$ cat src/rtl/ifu_pkg.sv
`default_nettype none
// ============================================================================
// Module      : ifu_pkg
// Description : Shared types and constants for the instruction fetch unit.
//               fq_entry_t is one fetch-queue slot: the fetch PC, the returned
//               instruction word and a flag telling whether the word arrived.
// Revision    : 1.0 - initial release
// ============================================================================
package ifu_pkg;

    localparam int XLEN            = 32;
    localparam int INSN_W          = 32;
    localparam int IMEM_WORD_BYTES = 4;

    typedef struct packed {
        logic [XLEN-1:0]   pc;
        logic [INSN_W-1:0] insn;
        logic              filled;
    } fq_entry_t;

endpackage : ifu_pkg
`default_nettype wire

$ cat src/rtl/ifu_fetch_queue.sv
`default_nettype none
// ============================================================================
// Module      : ifu_fetch_queue
// Description : Ring of fetch-queue entries. An entry is allocated when a fetch
//               is accepted, filled in order when its response returns, and
//               popped from the head once filled. Flush empties the ring.
// Ports       : clk, rst          clock, synchronous active-high reset
//               i_flush           drop every entry (wins over all other ops)
//               i_alloc/_pc       allocate tail entry with the fetch PC
//               i_fill/_insn      fill the oldest unfilled entry
//               i_pop             retire the head entry
//               o_head_valid      head exists and was filled in an earlier cycle
//               o_head_pc/_insn   head entry contents
//               o_occupancy       allocated entries
//               o_unfilled        allocated entries still awaiting a response
// Revision    : 1.0 - initial release
// ============================================================================
module ifu_fetch_queue
    import ifu_pkg::*;
#(
    parameter  int FQ_DEPTH = 2,
    localparam int c_cnt_w  = $clog2(FQ_DEPTH) + 1
) (
    input  logic                clk,
    input  logic                rst,
    input  logic                i_flush,
    input  logic                i_alloc,
    input  logic [XLEN-1:0]     i_alloc_pc,
    input  logic                i_fill,
    input  logic [INSN_W-1:0]   i_fill_insn,
    input  logic                i_pop,
    output logic                o_head_valid,
    output logic [XLEN-1:0]     o_head_pc,
    output logic [INSN_W-1:0]   o_head_insn,
    output logic [c_cnt_w-1:0]  o_occupancy,
    output logic [c_cnt_w-1:0]  o_unfilled
);

    localparam int c_ptr_w = $clog2(FQ_DEPTH);

    fq_entry_t             r_ring [FQ_DEPTH];
    logic [c_ptr_w-1:0]    r_head;
    logic [c_ptr_w-1:0]    r_tail;
    logic [c_ptr_w-1:0]    r_fill_ptr;
    logic [c_cnt_w-1:0]    r_count;
    logic [c_cnt_w-1:0]    r_unfilled;
    logic                  w_wr_en;

    assign w_wr_en = !rst && !i_flush;

    // Pointers are exactly log2(depth) bits wide, so they wrap on their own.
    always_ff @(posedge clk) begin
        if (rst || i_flush) begin
            r_head     <= '0;
            r_tail     <= '0;
            r_fill_ptr <= '0;
            r_count    <= '0;
            r_unfilled <= '0;
        end else begin
            if (i_alloc) r_tail     <= r_tail + 1'b1;
            if (i_fill)  r_fill_ptr <= r_fill_ptr + 1'b1;
            if (i_pop)   r_head     <= r_head + 1'b1;
            r_count    <= r_count + c_cnt_w'(i_alloc) - c_cnt_w'(i_pop);
            r_unfilled <= r_unfilled + c_cnt_w'(i_alloc) - c_cnt_w'(i_fill);
        end
    end

    // Storage has no reset: stale slots are masked by r_count.
    always_ff @(posedge clk) begin
        if (w_wr_en && i_alloc) begin
            r_ring[r_tail] <= '{pc: i_alloc_pc, insn: '0, filled: 1'b0};
        end
        if (w_wr_en && i_fill) begin
            r_ring[r_fill_ptr].insn   <= i_fill_insn;
            r_ring[r_fill_ptr].filled <= 1'b1;
        end
    end

    assign o_head_valid = (r_count != '0) && r_ring[r_head].filled;
    assign o_head_pc    = r_ring[r_head].pc;
    assign o_head_insn  = r_ring[r_head].insn;
    assign o_occupancy  = r_count;
    assign o_unfilled   = r_unfilled;

endmodule : ifu_fetch_queue
`default_nettype wire

$ cat src/rtl/ifu_pc_gen.sv
`default_nettype none
// ============================================================================
// Module      : ifu_pc_gen
// Description : Fetch-stage PC generator. Issues in-order word fetches on the
//               imem bus, buffers responses with their PCs for decode, and
//               drops wrong-path responses still in flight after a redirect.
// Ports       : clk, rst                    clock, synchronous active-high reset
//               redirect_valid/redirect_pc  taken branch target
//               imem_req/imem_addr          fetch request (word aligned)
//               imem_ready                  request accepted this cycle
//               imem_rvalid/imem_rdata      in-order response word
//               if_valid/if_pc/if_insn      instruction to decode
//               if_ready                    decode accepts head
// Revision    : 1.0 - initial release
// ============================================================================
module ifu_pc_gen
    import ifu_pkg::*;
#(
    parameter logic [XLEN-1:0] RESET_PC = 32'h0000_0000,
    parameter int              FQ_DEPTH = 2
) (
    input  logic                clk,
    input  logic                rst,
    input  logic                redirect_valid,
    input  logic [XLEN-1:0]     redirect_pc,
    output logic                imem_req,
    output logic [XLEN-1:0]     imem_addr,
    input  logic                imem_ready,
    input  logic                imem_rvalid,
    input  logic [INSN_W-1:0]   imem_rdata,
    output logic                if_valid,
    output logic [XLEN-1:0]     if_pc,
    output logic [INSN_W-1:0]   if_insn,
    input  logic                if_ready
);

    localparam int              c_cnt_w     = $clog2(FQ_DEPTH) + 1;
    localparam logic [XLEN-1:0] c_word_mask = ~XLEN'(IMEM_WORD_BYTES - 1);

    logic [XLEN-1:0]    r_pc;
    logic [c_cnt_w-1:0] r_kill_cnt;

    logic [c_cnt_w-1:0] w_occupancy;
    logic [c_cnt_w-1:0] w_unfilled;
    logic [c_cnt_w:0]   w_inflight;
    logic               w_head_valid;
    logic               w_accept;
    logic               w_kill_active;
    logic               w_fill;
    logic               w_pop;

    // Dead responses still owed by the bus occupy slots just like live
    // entries, so the issue limit counts both.
    assign w_inflight    = {1'b0, w_occupancy} + {1'b0, r_kill_cnt};
    assign imem_req      = !rst && !redirect_valid
                         && (w_inflight < (c_cnt_w + 1)'(FQ_DEPTH));
    assign imem_addr     = r_pc;
    assign w_accept      = imem_req && imem_ready;
    assign w_kill_active = (r_kill_cnt != '0);
    assign w_fill        = imem_rvalid && !w_kill_active;
    assign if_valid      = !rst && !redirect_valid && w_head_valid;
    assign w_pop         = if_valid && if_ready;

    always_ff @(posedge clk) begin
        if (rst) begin
            r_pc       <= RESET_PC & c_word_mask;
            r_kill_cnt <= '0;
        end else if (redirect_valid) begin
            r_pc       <= redirect_pc & c_word_mask;
            // A same-cycle response either fills an unfilled entry (one fewer
            // to kill) or retires one kill; both reduce the total by one.
            r_kill_cnt <= r_kill_cnt + w_unfilled - c_cnt_w'(imem_rvalid);
        end else begin
            if (w_accept) begin
                r_pc <= r_pc + XLEN'(IMEM_WORD_BYTES);
            end
            if (imem_rvalid && w_kill_active) begin
                r_kill_cnt <= r_kill_cnt - 1'b1;
            end
        end
    end

    ifu_fetch_queue #(
        .FQ_DEPTH (FQ_DEPTH)
    ) u_fetch_queue (
        .clk          (clk),
        .rst          (rst),
        .i_flush      (redirect_valid),
        .i_alloc      (w_accept),
        .i_alloc_pc   (r_pc),
        .i_fill       (w_fill),
        .i_fill_insn  (imem_rdata),
        .i_pop        (w_pop),
        .o_head_valid (w_head_valid),
        .o_head_pc    (if_pc),
        .o_head_insn  (if_insn),
        .o_occupancy  (w_occupancy),
        .o_unfilled   (w_unfilled)
    );

endmodule : ifu_pc_gen
`default_nettype wire
$ cat config.mk
export PLATFORM = sky130hd
export DESIGN_NAME = ifu_pc_gen
export DESIGN_NICKNAME = d
export VERILOG_FILES = /design/src/rtl/ifu_pkg.sv /design/src/rtl/ifu_fetch_queue.sv /design/src/rtl/ifu_pc_gen.sv
export SDC_FILE = /design/constraint.sdc
export NUM_CORES = 1
export LEC_CHECK = 0
export CAP_MARGIN = 20
export CORE_ASPECT_RATIO = 1.25
export CORE_MARGIN = 1.5
export CORE_UTILIZATION = 50
export DETAILED_ROUTE_END_ITERATION = 10
export GPL_ROUTABILITY_DRIVEN = 0
export PLACE_DENSITY_LB_ADDON = 0.12
export SKIP_CTS_REPAIR_TIMING = 1
export SYNTH_ARGS = -nofsm -noshare
export SYNTH_HDL_FRONTEND = slang
export SYNTH_SLANG_ARGS = --single-unit
$ cat constraint.sdc
create_clock -name clk -period 4.7 [get_ports clk]
set_input_delay 0.47 -clock clk [delete_from_list [all_inputs] [get_ports clk]]
set_output_delay 0.47 -clock clk [all_outputs]
set_load 0.01 [all_outputs]
==> results of run 1 <==
==> placed cells by master (no fill, tap or decap), drive strengths merged, types with 2 or more instances in the layout <==
master,n
edfxtp,124
nor3b,2
xnor2,11
and3,2
nor2,31
inv,13
and2,69
o21ai,4
o211ai,3
dfxtp,42
ha,8
clkinv,3
o41ai,2
nand4,13
conb,4
nand3,16
o311ai,2
clkdlybuf4s50,161
o31ai,8
a31oi,3
mux2,62
clkbuf,23
or2,3
or3b,2
nand2,26
nor4,5
or4,18
clkinvlp,2
a21oi,7
and4,6
nor3,3
a211oi,7
a2111oi,2
xor2,8
a311oi,12
bufinv,4
buf,10
or3,6
==> cell type report <==
cell class | count | area, sq um
Fill cell | 1104 | 4620
Sequential cell | 166 | 4570
Multi-Input combinational cell | 361 | 2660
Timing Repair Buffer | 171 | 1690
Clock buffer | 23 | 458
Tap cell | 178 | 223
Clock inverter | 9 | 154
Inverter | 13 | 48.8
==> registers in the layout, summed over array words and instances (netlist names), named ones only <==
name	cells
imem_addr	30
r_kill_cnt	2
u_fetch_queue.o_occupancy	2
u_fetch_queue.o_unfilled	2
u_fetch_queue.r_fill_ptr	1
u_fetch_queue.r_head	1
u_fetch_queue.r_ring	126
u_fetch_queue.r_tail	1
==> worst max path at each step <==
stage	start	endpoint	slack, ns	cells after the start
after CTS	flip-flop	if_pc[17]	1.46	3
after floorplan	u_fetch_queue.o_occupancy[0]	u_fetch_queue.r_ring[0][10]	0.89	6
after global routing	flip-flop	if_pc[17]	1.37	3
after detailed placement	redirect_valid	u_fetch_queue.r_ring[0][30]	1.55	6
final	flip-flop	if_pc[28]	1.53	3
after global placement	redirect_valid	u_fetch_queue.r_ring[0][7]	1.55	6
==> report_power, final <==
group	internal (mW)	switching [mW]	total, mW
combinational	0.218	0.183	0.400
sequential	1.66	0.0609	1.72
clock	0.902	0.537	1.44
==> stage by stage <==
step                setup WS [ns]  hold WS (ns)
finish                       1.53         0.469
CTS                          1.46         0.469
global route                 1.37         0.482
global placement             1.55         0.436
floorplan                   0.891         0.426
detailed placement           1.55         0.454
==> kinds of logic after synthesis <==
kind of cell	count (synthesis)
AO/OA/AOI/OAI	58
flip-flops	166
buffers and inverters	48
adder cells (fa/ha/maj)	9
AND/OR/NAND/NOR	208
multiplexers	63
other	1
XOR/XNOR	19
==> per-layer routing <==
layer  vias to the layer above  routed length (microns)  global-route usage  share of wire
met2                       183                     8780               0.389           0.52
met4                         0                      348              0.0893          0.020
met5                         -                        0                   0              0
met3                        29                     1060              0.0551          0.062
li1                       2455                        -                   -              -
met1                      2531                     6860               0.267           0.40
==> critical path, stage by stage (launching register included) <==
cell	delay, ns
dfxtp_2	0.83
buf_4	0.53
mux2_2	0.40
clkdlybuf4s50_1	0.49
==> impl_metrics.env, run 1 <==
export IMPL_relSlewSlack=0.464
export IMPL_fin_area_sq_um=9790
export IMPL_netlist_area_sq_um=7400
export IMPL_cp_arrival_ns=2.70
export IMPL_root_buffer="clkbuf_16"
export IMPL_track_usage=0.224
export IMPL_synth_top_area_share=0.503
export IMPL_synth_compound_area_frac=0.0588
export IMPL_fp_dieH_microns=139
export IMPL_clockBufferDepth=2
export IMPL_fmax_mhz=315
export IMPL_wirelength_microns=17000
export IMPL_endpoint_kind="output port"
export IMPL_synthArstFlopShare=0
export IMPL_drive_gt1_frac=0.147
export IMPL_synth_area_leaders="edfxtp_1 50%, dfxtp_1 11%, mux2_2 9.4%"
export IMPL_fin_util=0.680
export IMPL_areaGrowthSynthToFinish_pct=32.3
export IMPL_dieArea_sq_um=15500
export IMPL_avgSynthCellArea_sq_um=12.9
export IMPL_crit_fanout=34
export IMPL_dr_pass1_iters=5
export IMPL_vias=5198
export IMPL_grt_overflow=0
export IMPL_nets=809
export IMPL_cts_tree="done"
export IMPL_ys_dominant_reg_cell="edfxtp_1"
export IMPL_rsz0062_at_grt="false"
export IMPL_worstHoldPathType="flip-flop to flip-flop"
export IMPL_power_density_nw_per_um2=363
export IMPL_whs_path_depth=1
export IMPL_synth_top_family_by_area="simple AND/OR/NAND/NOR gates"
export IMPL_fin_worst_skew_ns=0.0134
export IMPL_worstMarginPinSlew_ns=0.804
export IMPL_finalHoldViolCount=0
export IMPL_io_pin_count=168
export IMPL_synth_simple_area_share=0.162
export IMPL_yosysTopAreaCell="edfxtp_1"
export IMPL_rr_startpoint="u_fetch_queue.o_occupancy[0]"
export IMPL_synth_common_cells="124 x edfxtp_1, 69 x and2_1, 62 x mux2_2, 42 x dfxtp_1, 31 x nor2_1"
export IMPL_dp_cells=889
export IMPL_ys_seq_elements=166
export IMPL_peakVddDrop_mv=0.237
export IMPL_period_minus_slack_ns=3.17
export IMPL_synth_fa_ha_area_frac=0.0162
export IMPL_postSynthCellCount=572
export IMPL_final_cells=921
export IMPL_antenna_cells=0
export IMPL_synth_mux_area_frac=0.0957
export IMPL_timing_final_crit_share=0.675
export IMPL_finalSetupViolCount=0
export IMPL_leakagePower_nw=3.32
export IMPL_coreArea_sq_um=14400
export IMPL_dp_hpwl_microns=11500
export IMPL_avgViaCountPerCell=5.64
export IMPL_path_clk_slew_ns=0.06
export IMPL_finalPower_mw=3.56
export IMPL_avgRoutedWirePerCell_microns=18.5
export IMPL_r2r_setup_slack_ns=1.74
export IMPL_synth_edf_count=124
export IMPL_crit_required_ns=4.23
export IMPL_cap_violations=0
export IMPL_ys_seq_area_frac=0.617
export IMPL_drtIter0Drc=350
export IMPL_ff2ff_path_depth=6
export IMPL_start_util=0.514
export IMPL_min_to="u_fetch_queue.r_ring[1][0]"
export IMPL_synth_xor_area_frac=0.0225
export IMPL_drc=0
export IMPL_clock_latency_ns=0.43
export IMPL_numCtsBuffers=17
export IMPL_grt_pass1_vias=5287
export IMPL_num_rows=49
export IMPL_grt_max_degree=35
export IMPL_cp_start_kind="flip-flop"
export IMPL_setup_tns_ns=0
export IMPL_cts_max_level=4
export IMPL_post_dp_cell_area_sq_um=9180
export IMPL_yosysMostFrequentCell="edfxtp_1"
export IMPL_final_antenna_net_count=0
export IMPL_slew_violations=0
export IMPL_rr_endpoint="imem_addr[29]"
export IMPL_crit_type="flip-flop to output port"
export IMPL_antenna_found_initial=0
export IMPL_grt_first_pass_wirelength_microns=27100
export IMPL_outcome="complete, no violations"
export IMPL_die_w_microns=112
export IMPL_hp_start="u_fetch_queue.r_ring[1][0]"
export IMPL_port_buffers=161
export IMPL_cts_sink_count=166
export IMPL_yosysWarnings=0
export IMPL_ys_types=56
No activity file was read; power rests on OpenSTA's default activity.
==> inputs of run 2 (changes only) <==
- CORE_UTILIZATION: 50 -> 46
- clock period: 4.7 -> 2.8 ns (I/O delays scaled with it)
==> run 2 against run 1 <==
First-iteration DRC count grew 14%. Register-to-register slack lost 1.7 ns. Design area grew 1.9%. Setup slack lost 1.4 ns. Sequential share of layout area shrank 0.82 points. Highest routed layer unchanged.
==> impl_metrics.env, run 2 (synthesized netlist as in run 1, its figures left out) <==
export IMPL_hp_start="redirect_pc[2]"
export IMPL_grt_pass1_vias=5427
export IMPL_r2r_setup_slack_ns=0.09
export IMPL_finalPower_mw=5.72
export IMPL_dr_pass1_iters=5
export IMPL_fin_worst_skew_ns=0.0118
export IMPL_outcome="complete, no violations"
export IMPL_fp_dieH_microns=145
export IMPL_drive_gt1_frac=0.182
export IMPL_layout_common_cells="160 x clkdlybuf4s50_1, 124 x edfxtp_1, 69 x and2_1, 62 x mux2_2, 41 x dfxtp_1"
export IMPL_pwr_share_comb=0.127
export IMPL_worstHoldPathType="input pin to flip-flop"
export IMPL_drtIter0Drc=400
export IMPL_coreArea_sq_um=15600
export IMPL_slew_violations=0
export IMPL_dp_hpwl_microns=12300
export IMPL_cts_tree="done"
export IMPL_port_buffers=161
export IMPL_avgViaCountPerCell=5.54
export IMPL_crit_type="flip-flop to flip-flop"
export IMPL_numCtsBuffers=17
export IMPL_clock_latency_ns=0.42
export IMPL_avgRoutedWirePerCell_microns=18.7
export IMPL_relSlewSlack=0.579
export IMPL_vias=5398
export IMPL_num_rows=51
export IMPL_whs_path_depth=3
export IMPL_pwr_share_clk=0.371
export IMPL_die_w_microns=116
export IMPL_drc=0
export IMPL_final_common_cell="clkdlybuf4s50_1"
export IMPL_final_cells=975
export IMPL_rsz0062_at_grt="false"
export IMPL_fmax_mhz=369
export IMPL_leakagePower_nw=3.40
export IMPL_worstMarginPinSlew_ns=0.622
export IMPL_top_register="u_fetch_queue.r_ring"
export IMPL_cts_max_level=4
export IMPL_largest_register_ffs=126
export IMPL_p_seq_frac=0.502
export IMPL_rr_endpoint="imem_addr[29]"
export IMPL_cts_sink_count=166
export IMPL_grt_overflow=0
export IMPL_period_minus_slack_ns=2.71
export IMPL_root_buffer="clkbuf_16"
export IMPL_fill_cells=1190
export IMPL_wirelength_microns=18200
export IMPL_final_antenna_net_count=0
export IMPL_track_usage=0.222
export IMPL_switching_power_mw=1.41
export IMPL_intPower_mw=4.31
export IMPL_p_sw_frac=0.247
export IMPL_antenna_cells=0
export IMPL_timing_final_crit_share=0.969
export IMPL_min_to="imem_addr[2]"
export IMPL_areaGrowthSynthToFinish_pct=34.8
export IMPL_cp_start_kind="flip-flop"
export IMPL_crit_required_ns=3.13
export IMPL_ff2ff_path_depth=6
export IMPL_crit_fanout=6
export IMPL_antenna_found_initial=0
export IMPL_finalSetupViolCount=0
export IMPL_rr_startpoint="u_fetch_queue.o_occupancy[0]"
export IMPL_start_util=0.473
export IMPL_power_density_nw_per_um2=574
export IMPL_grt_first_pass_wirelength_microns=28100
export IMPL_fin_util=0.638
export IMPL_io_pin_count=168
export IMPL_cp_arrival_ns=3.05
export IMPL_finalHoldViolCount=0
export IMPL_endpoint_kind="flip-flop"
export IMPL_peakVddDrop_mv=0.286
export IMPL_nets=829
export IMPL_clockBufferDepth=2
export IMPL_grt_max_degree=34
export IMPL_dp_cells=941
export IMPL_path_clk_slew_ns=0.06
export IMPL_cap_violations=0
export IMPL_dieArea_sq_um=16900
export IMPL_holdWs_ns=0.426
## run 2: worst max-delay path, cell delays in order (launching register included)
cell      delay (ns)
dfxtp_1         0.33
and2_1          0.17
fa_1            0.46
or3b_4          0.46
or3b_4          0.44
or4_1           0.52
a311oi_2        0.24
## run 2: metal layers
layer | track usage | vias to the layer above | share of wire
met5 | 0 | - | 0
met4 | 0.0834 | 0 | 0.022
met3 | 0.0500 | 29 | 0.060
met2 | 0.380 | 219 | 0.51
met1 | 0.272 | 2653 | 0.41
li1 | - | 2497 | -
## run 2: cell type report
type | count | area [sq um] | share of cell area
Tap cell | 212 | 265 | 0.0266
Clock inverter | 15 | 105 | 0.0105
Sequential cell | 166 | 4570 | 0.458
Multi-Input combinational cell | 362 | 2710 | 0.272
Clock buffer | 17 | 425 | 0.0427
Timing Repair Buffer | 190 | 1850 | 0.185
Inverter | 13 | 52.6 | 0.00527
## run 2: worst max-delay path by stage
stage / startpoint / end / slack (ns) / cells past startpoint
final: u_fetch_queue.o_occupancy[0] / imem_addr[29] / 0.09 / 6
after global routing: u_fetch_queue.o_occupancy[0] / u_fetch_queue.o_unfilled[1] / 0.001 / 11
after detailed placement: u_fetch_queue.o_occupancy[0] / u_fetch_queue.o_occupancy[1] / -0.10 / 11
after global placement: u_fetch_queue.o_occupancy[0] / u_fetch_queue.o_occupancy[1] / -0.006 / 11
after CTS: u_fetch_queue.o_occupancy[0] / imem_addr[25] / -0.18 / 7
after floorplan: u_fetch_queue.o_occupancy[0] / u_fetch_queue.r_ring[0][10] / 0.01 / 6
## run 2: stage by stage
step,instance area [sq um],worst slack (ns),setup TNS (ns)
after floorplan,7430,0.0118,0
after global placement,9380,-0.00644,-0.00899
after detailed placement,9380,-0.105,-2.15
after CTS,9910,-0.185,-2.71
after global routing,9970,0.00134,0
final,9970,0.0870,0
## run 2: power groups by stage
| stage | sequential [mW] | clock, mW | combinational (mW) |
|---|---|---|---|
| floorplan | 2.91 | 0 | 0.325 |
| global placement | 2.92 | 0 | 0.700 |
| detailed placement | 2.93 | 0 | 0.714 |
| CTS | 2.87 | 2.15 | 0.718 |
| global route | 2.89 | 2.25 | 0.792 |
| finish | 2.87 | 2.12 | 0.726 |
==> variant 1, RTL diff (settings of run 2) <==
Reset style: asynchronous (`rst`), changed in one clocked block. Comments in the files are not updated.
--- a/src/rtl/ifu_pc_gen.sv
+++ b/src/rtl/ifu_pc_gen.sv
@@ -62,5 +62,5 @@
     assign w_pop         = if_valid && if_ready;
 
-    always_ff @(posedge clk) begin
+    always_ff @(posedge clk or posedge rst) begin
         if (rst) begin
             r_pc       <= RESET_PC & c_word_mask;
Function: differs if rst is asserted again (counterexample within 4 cycles, from zero or initial values and one cycle with rst high); with rst held inactive, the same outputs for 4 cycles.
==> variant 1 against run 2 <==
Power grew 8.1%; synthesized cell count grew 0.35%; design area grew 0.92%; critical path depth shrank 1; sequential cell count is the same; setup slack gained 0.019 ns; synthesized area grew 2.2%; routed wire length shrank 5.9%; core utilization shrank 1.4 points; largest cell class unchanged.
==> variant 1: results (changes against run 2) <==
[routing]
drtIter0Drc=315  ; -21%
dr.max_layer_used=met4
vias=5266  ; -2.4%
wl_per_cell_um=17.8  ; -5.1%
met2_length_mm=9.03  ; -3.4%
wl_met3_mm=1.12  ; +2.3%
wl_met1_mm=6.59  ; -11%
dr.pass1.iters=4  ; -1

[run]
drv_cap=0  ; unchanged

[global_route]
grt_max_degree=40  ; +18%
grt_usage_pct=21.0  ; -1.2 points
grt_pass1_wl_mm=28.4  ; +1.0%
grt_pass1_vias=5585  ; +2.9%
antenna_found_initial=0  ; unchanged

[pwr]
vdd_drop_max_v=0.000386  ; +35%
p_leak_uw=0.00365  ; +7.3%
swShare_pct=24.6  ; -0.091 points

[clock_tree]
ctsRootBufferMaster=clkbuf_16
cts_buffers=17  ; unchanged
h-tree-depth=4  ; unchanged
clk_pin_slew_worst_paths_ns=0.07
cts_buffer_depth=2  ; unchanged
clkLatencyLatePin_ns=0.43

[critical_path]
rr_startpoint=r_kill_cnt[0]$_DFFE_PP0P_
rr_endpoint=u_fetch_queue.r_ring[1][43]$_DFFE_PP_
path_max_fanout=12  ; +6
rr_worst_depth=8  ; +2
r2r_slack_ns=0.36  ; +0.27 ns
cp.arrival_ns=2.41  ; -0.64 ns

[synth]
synth_area_leaders=edfxtp_1, dfrtp_1, mux2_2
synth.top_cells.by_count=edfxtp_1, and2_1, mux2_2, nand2_1, dfrtp_1
ys_warn_count=0  ; unchanged
synth-edff-count=124  ; unchanged
seq_area_frac_synth_pct=62.5  ; +0.78 points
async_flop_share_pct=19.3  ; +19 points
synth_cell_types=54  ; -3.6%

[timing]
tightest_slew_ns=0.681  ; +0.0588 ns
skew_ns=0.0112  ; -0.000673 ns
holdWs_ns=0.412  ; -0.0135 ns

[placed_design]
io_buffer_count=161  ; unchanged
place_ws_ns=0.261  ; +0.366 ns
place_area_um2=9460  ; +0.81%
hpwl_mm=11.7  ; -5.5%

[finish]
drive_gt1_share_pct=16.9  ; -1.3 points
diodes=0  ; unchanged
largest_register=u_fetch_queue.r_ring
largest_register_ffs=126  ; unchanged
nNetsFinal=817  ; -1.4%

[hold_path]
hp-class=primary input to async pin

[outcome]
status=finished, final reports clean

-- variant 1: cell count changes after synthesis, moves of 6 or more --
cell	run 2	this run
a211oi_1	7	1
nor2_1	31	15
or4_1	18	5
and3_1	2	8
nand2_1	26	41
dfxtp_1	42	10
o21ai_0	4	12
a311oi_1	12	0
o311ai_0	2	9
o31ai_1	8	1
dfrtp_1	0	32
-- variant 1: logic make-up after synthesis --
group                      Yosys count  share of synthesized area [%]
AOI/OAI and AO/OA                   62                           6.07
muxes                               67                           9.91
DFF                                166                           62.5
other                                1                         0.0496
adders and majority gates            9                           1.59
xor gates and xnor gates            13                           1.51
and+or+nand+nor                    205                           15.4
buffers and inverters               51                           3.06
-- variant 1: per-layer routing --
layer | global-route usage, % | vias to the layer above
li1 | - | 2443
met1 | 24.4 | 2594
met2 | 36.9 | 197
met3 | 5.31 | 32
met4 | 8.78 | 0
met5 | 0 | -
-- variant 1: power groups by stage --
| stage | sequential (uW) | clock [uW] | combinational, uW |
|---|---|---|---|
| finish | 2970 | 2370 | 853 |
| global route | 2990 | 2500 | 931 |
| CTS | 2970 | 2410 | 862 |
| detailed placement | 3020 | 0 | 856 |
| global placement | 3010 | 0 | 828 |
| floorplan | 2990 | 0 | 431 |
-- variant 1: area by class of cell --
type	count	area (um^2)
clock inverter	12	140
timing repair buffer	178	1760
multi-input combinational	360	2640
tap	216	270
clock buffer	20	467
fill	1345	6070
inverter	15	56.3
sequential	166	4730
-- variant 1: how the worst max path moves through the flow --
stage	endpoint	slack, ns	startpoint
floorplan	u_fetch_queue.r_ring[0][10]$_DFFE_PP_	-0.06	r_kill_cnt[0]$_DFFE_PP0P_
global placement	u_fetch_queue.o_occupancy[1]$_SDFF_PP0_	0.29	redirect_valid
detailed placement	u_fetch_queue.o_occupancy[1]$_SDFF_PP0_	0.26	redirect_valid
CTS	imem_req	0.08	r_kill_cnt[0]$_DFFE_PP0P_
global route	imem_req	0.008	r_kill_cnt[0]$_DFFE_PP0P_
finish	imem_req	0.11	r_kill_cnt[0]$_DFFE_PP0P_
-- variant 1: critical path, stage by stage (launching register included) --
cell             delay [ns]
dfrtp_1                0.40
and2_4                 0.15
fa_2                   0.46
nor4_4                 0.17
buf_4                  0.25
clkdlybuf4s50_1        0.56
-- variant 1: per-stage QoR --
step | TNS (ns) | instances
after floorplan | -3.46 | 577
after global placement | 0 | 935
after detailed placement | 0 | 935
after CTS | 0 | 967
after global routing | 0 | 967
final | 0 | 967
==> variant 2, RTL diff (settings of run 2) <==
Without the edit above. `XLEN`: 32 -> 36.
--- a/src/rtl/ifu_pkg.sv
+++ b/src/rtl/ifu_pkg.sv
@@ -9,5 +9,5 @@
 package ifu_pkg;
 
-    localparam int XLEN            = 32;
+    localparam int XLEN            = 36;
     localparam int INSN_W          = 32;
     localparam int IMEM_WORD_BYTES = 4;
Interface: changed (resized if_pc, imem_addr and redirect_pc); port bits go from 168 to 180. No check against the original RTL was run, so the function may have changed too.
==> variant 2 against run 2 <==
Routed wire length is 0.14% higher; non-clock buffer count is 2 higher; setup slack better by 0.056 ns; die area is 6.6% higher; largest power group unchanged; power is 11% higher; design area is 6.7% higher; sequential cell count is 12 higher; synthesized area is 6.8% higher.
==> variant 2: results (changes against run 2) <==
[placed_design]
place_area_um2=10000  ; +6.7%
place_ws_ns=0.159  ; +0.264 ns
io_buffer_count=173  ; +7.5%
dpl.cell_count=987  ; +4.9%
hpwl_mm=12.8  ; +3.5%

[routing]
vias=5408  ; +0.19%
drt-total-wl_mm=18.3  ; +0.14%
drtIter0Drc=359  ; -10%
dr.pass1.iters=4  ; -1

[finish]
drive_gt1_share_pct=17.3  ; -0.95 points
nNetsFinal=869  ; +4.8%
n_fill_cell=1376  ; +16%
stdcell_count=1019  ; +4.5%
diodes=0  ; unchanged
largest_register=u_fetch_queue.r_ring
largest_register_ffs=134  ; +6.3%

[synth]
synth_cell_types=48  ; -14%
synth.top_cells.by_count=edfxtp_1, and2_1, mux2_2, dfxtp_1, nor2_1
async_flop_share_pct=0  ; unchanged
seq_area_frac_synth_pct=61.8  ; +0.14 points
synth-edff-count=132  ; +6.5%
synth_area_leaders=edfxtp_1, dfxtp_1, mux2_2
synthesis.instances=605  ; +5.8%

[clock_tree]
clk_pin_slew_worst_paths_ns=0.06  ; about the same
cts_buffers=17  ; unchanged
ctsRootBufferMaster=clkbuf_16
cts_buffer_depth=2  ; unchanged

[hold_path]
min_path_cells=3  ; unchanged
hold_start=redirect_pc[12]
min_to=imem_addr[12]$_SDFFE_PP0P_

[global_route]
grt_pass1_vias=5576  ; +2.7%
grt_max_degree=49  ; +44%
grt_usage_pct=20.6  ; -1.5 points
grt_pass1_wl_mm=28.4  ; +1.2%
antenna_found_initial=0  ; unchanged

[pwr]
vdd_drop_max_v=0.000420  ; +47%
p_leak_uw=0.00373  ; +9.8%

[critical_path]
cpMaxStageDelayCell=fa_1
path_max_fanout=5  ; -1
rr_endpoint=u_fetch_queue.o_occupancy[1]$_SDFF_PP0_
r2r_slack_ns=0.14  ; +0.06 ns
cp_slowest_stage_delay_ns=0.51
critical_path_class=flop to flop
rr_startpoint=r_kill_cnt[0]$_SDFFE_PP0P_
rr_worst_depth=11  ; +5
cp.arrival_ns=2.97  ; -0.08 ns

[outcome]
status=finished, final reports clean

[timing]
holdWs_ns=0.420  ; -0.00508 ns
tightest_slew_ns=0.527  ; -0.0954 ns
setup_slack_ns=0.143  ; +0.0565 ns
hold_viol_final=0  ; unchanged
skew_ns=0.00568  ; -0.00615 ns

[variant 2: changes by cell type after synthesis, sizes merged, moves of 10 or more]
| cell | delta |
|---|---|
| and3 | +11 |
| xor2 | +12 |
| a311oi | -10 |
| or4 | -18 |
| nor3 | +11 |
| a21oi | +13 |
[variant 2: cell type report]
type | instances | area (um^2) | area share [%]
Clock buffer | 17 | 425 | 4.00
Sequential cell | 178 | 4890 | 45.9
Tap cell | 220 | 275 | 2.59
Clock inverter | 15 | 204 | 1.92
Timing Repair Buffer | 192 | 1920 | 18.1
Multi-Input combinational cell | 385 | 2880 | 27.0
Inverter | 12 | 48.8 | 0.458
[variant 2: kinds of logic (layout without fill, tap and decap cells)]
logic type | Yosys count | in the layout | synth area share, %
simple gates | 210 | 210 | 15.5
flops | 178 | 178 | 61.8
mux | 69 | 69 | 9.85
compound gates | 54 | 54 | 4.59
buf+inv | 45 | 236 | 2.33
xor+xnor | 39 | 39 | 4.32
fa+ha+maj | 9 | 9 | 1.52
other cells | 1 | 4 | 0.0475
[variant 2: power by group]
group	leakage, uW	switching [uW]	total [uW]	internal, uW
logic	0.00187	338	752	414
clock network	0.000310	1010	2520	1510
registers	0.00155	106	3080	2970
total	0.00373	1460	6350	4890
[variant 2: worst max-delay path, delay by kind of cell (launching register included)]
kind                       cells  cell delay (ns)
xor gates and xnor gates       2             0.30
adders and majority gates      3             0.97
buffers and inverters          2             0.14
DFF                            1             0.33
and+or+nand+nor                4             0.81
[variant 2: per-layer routing]
layer | wire (um) | part of all wire (%) | GRT usage [%] | vias to the layer above
met2 | 9630 | 53 | 37.1 | 178
met1 | 7410 | 41 | 24.2 | 2647
met3 | 840 | 4.6 | 4.54 | 27
met5 | 0 | 0 | 0 | -
li1 | - | - | - | 2556
met4 | 381 | 2.1 | 7.24 | 0
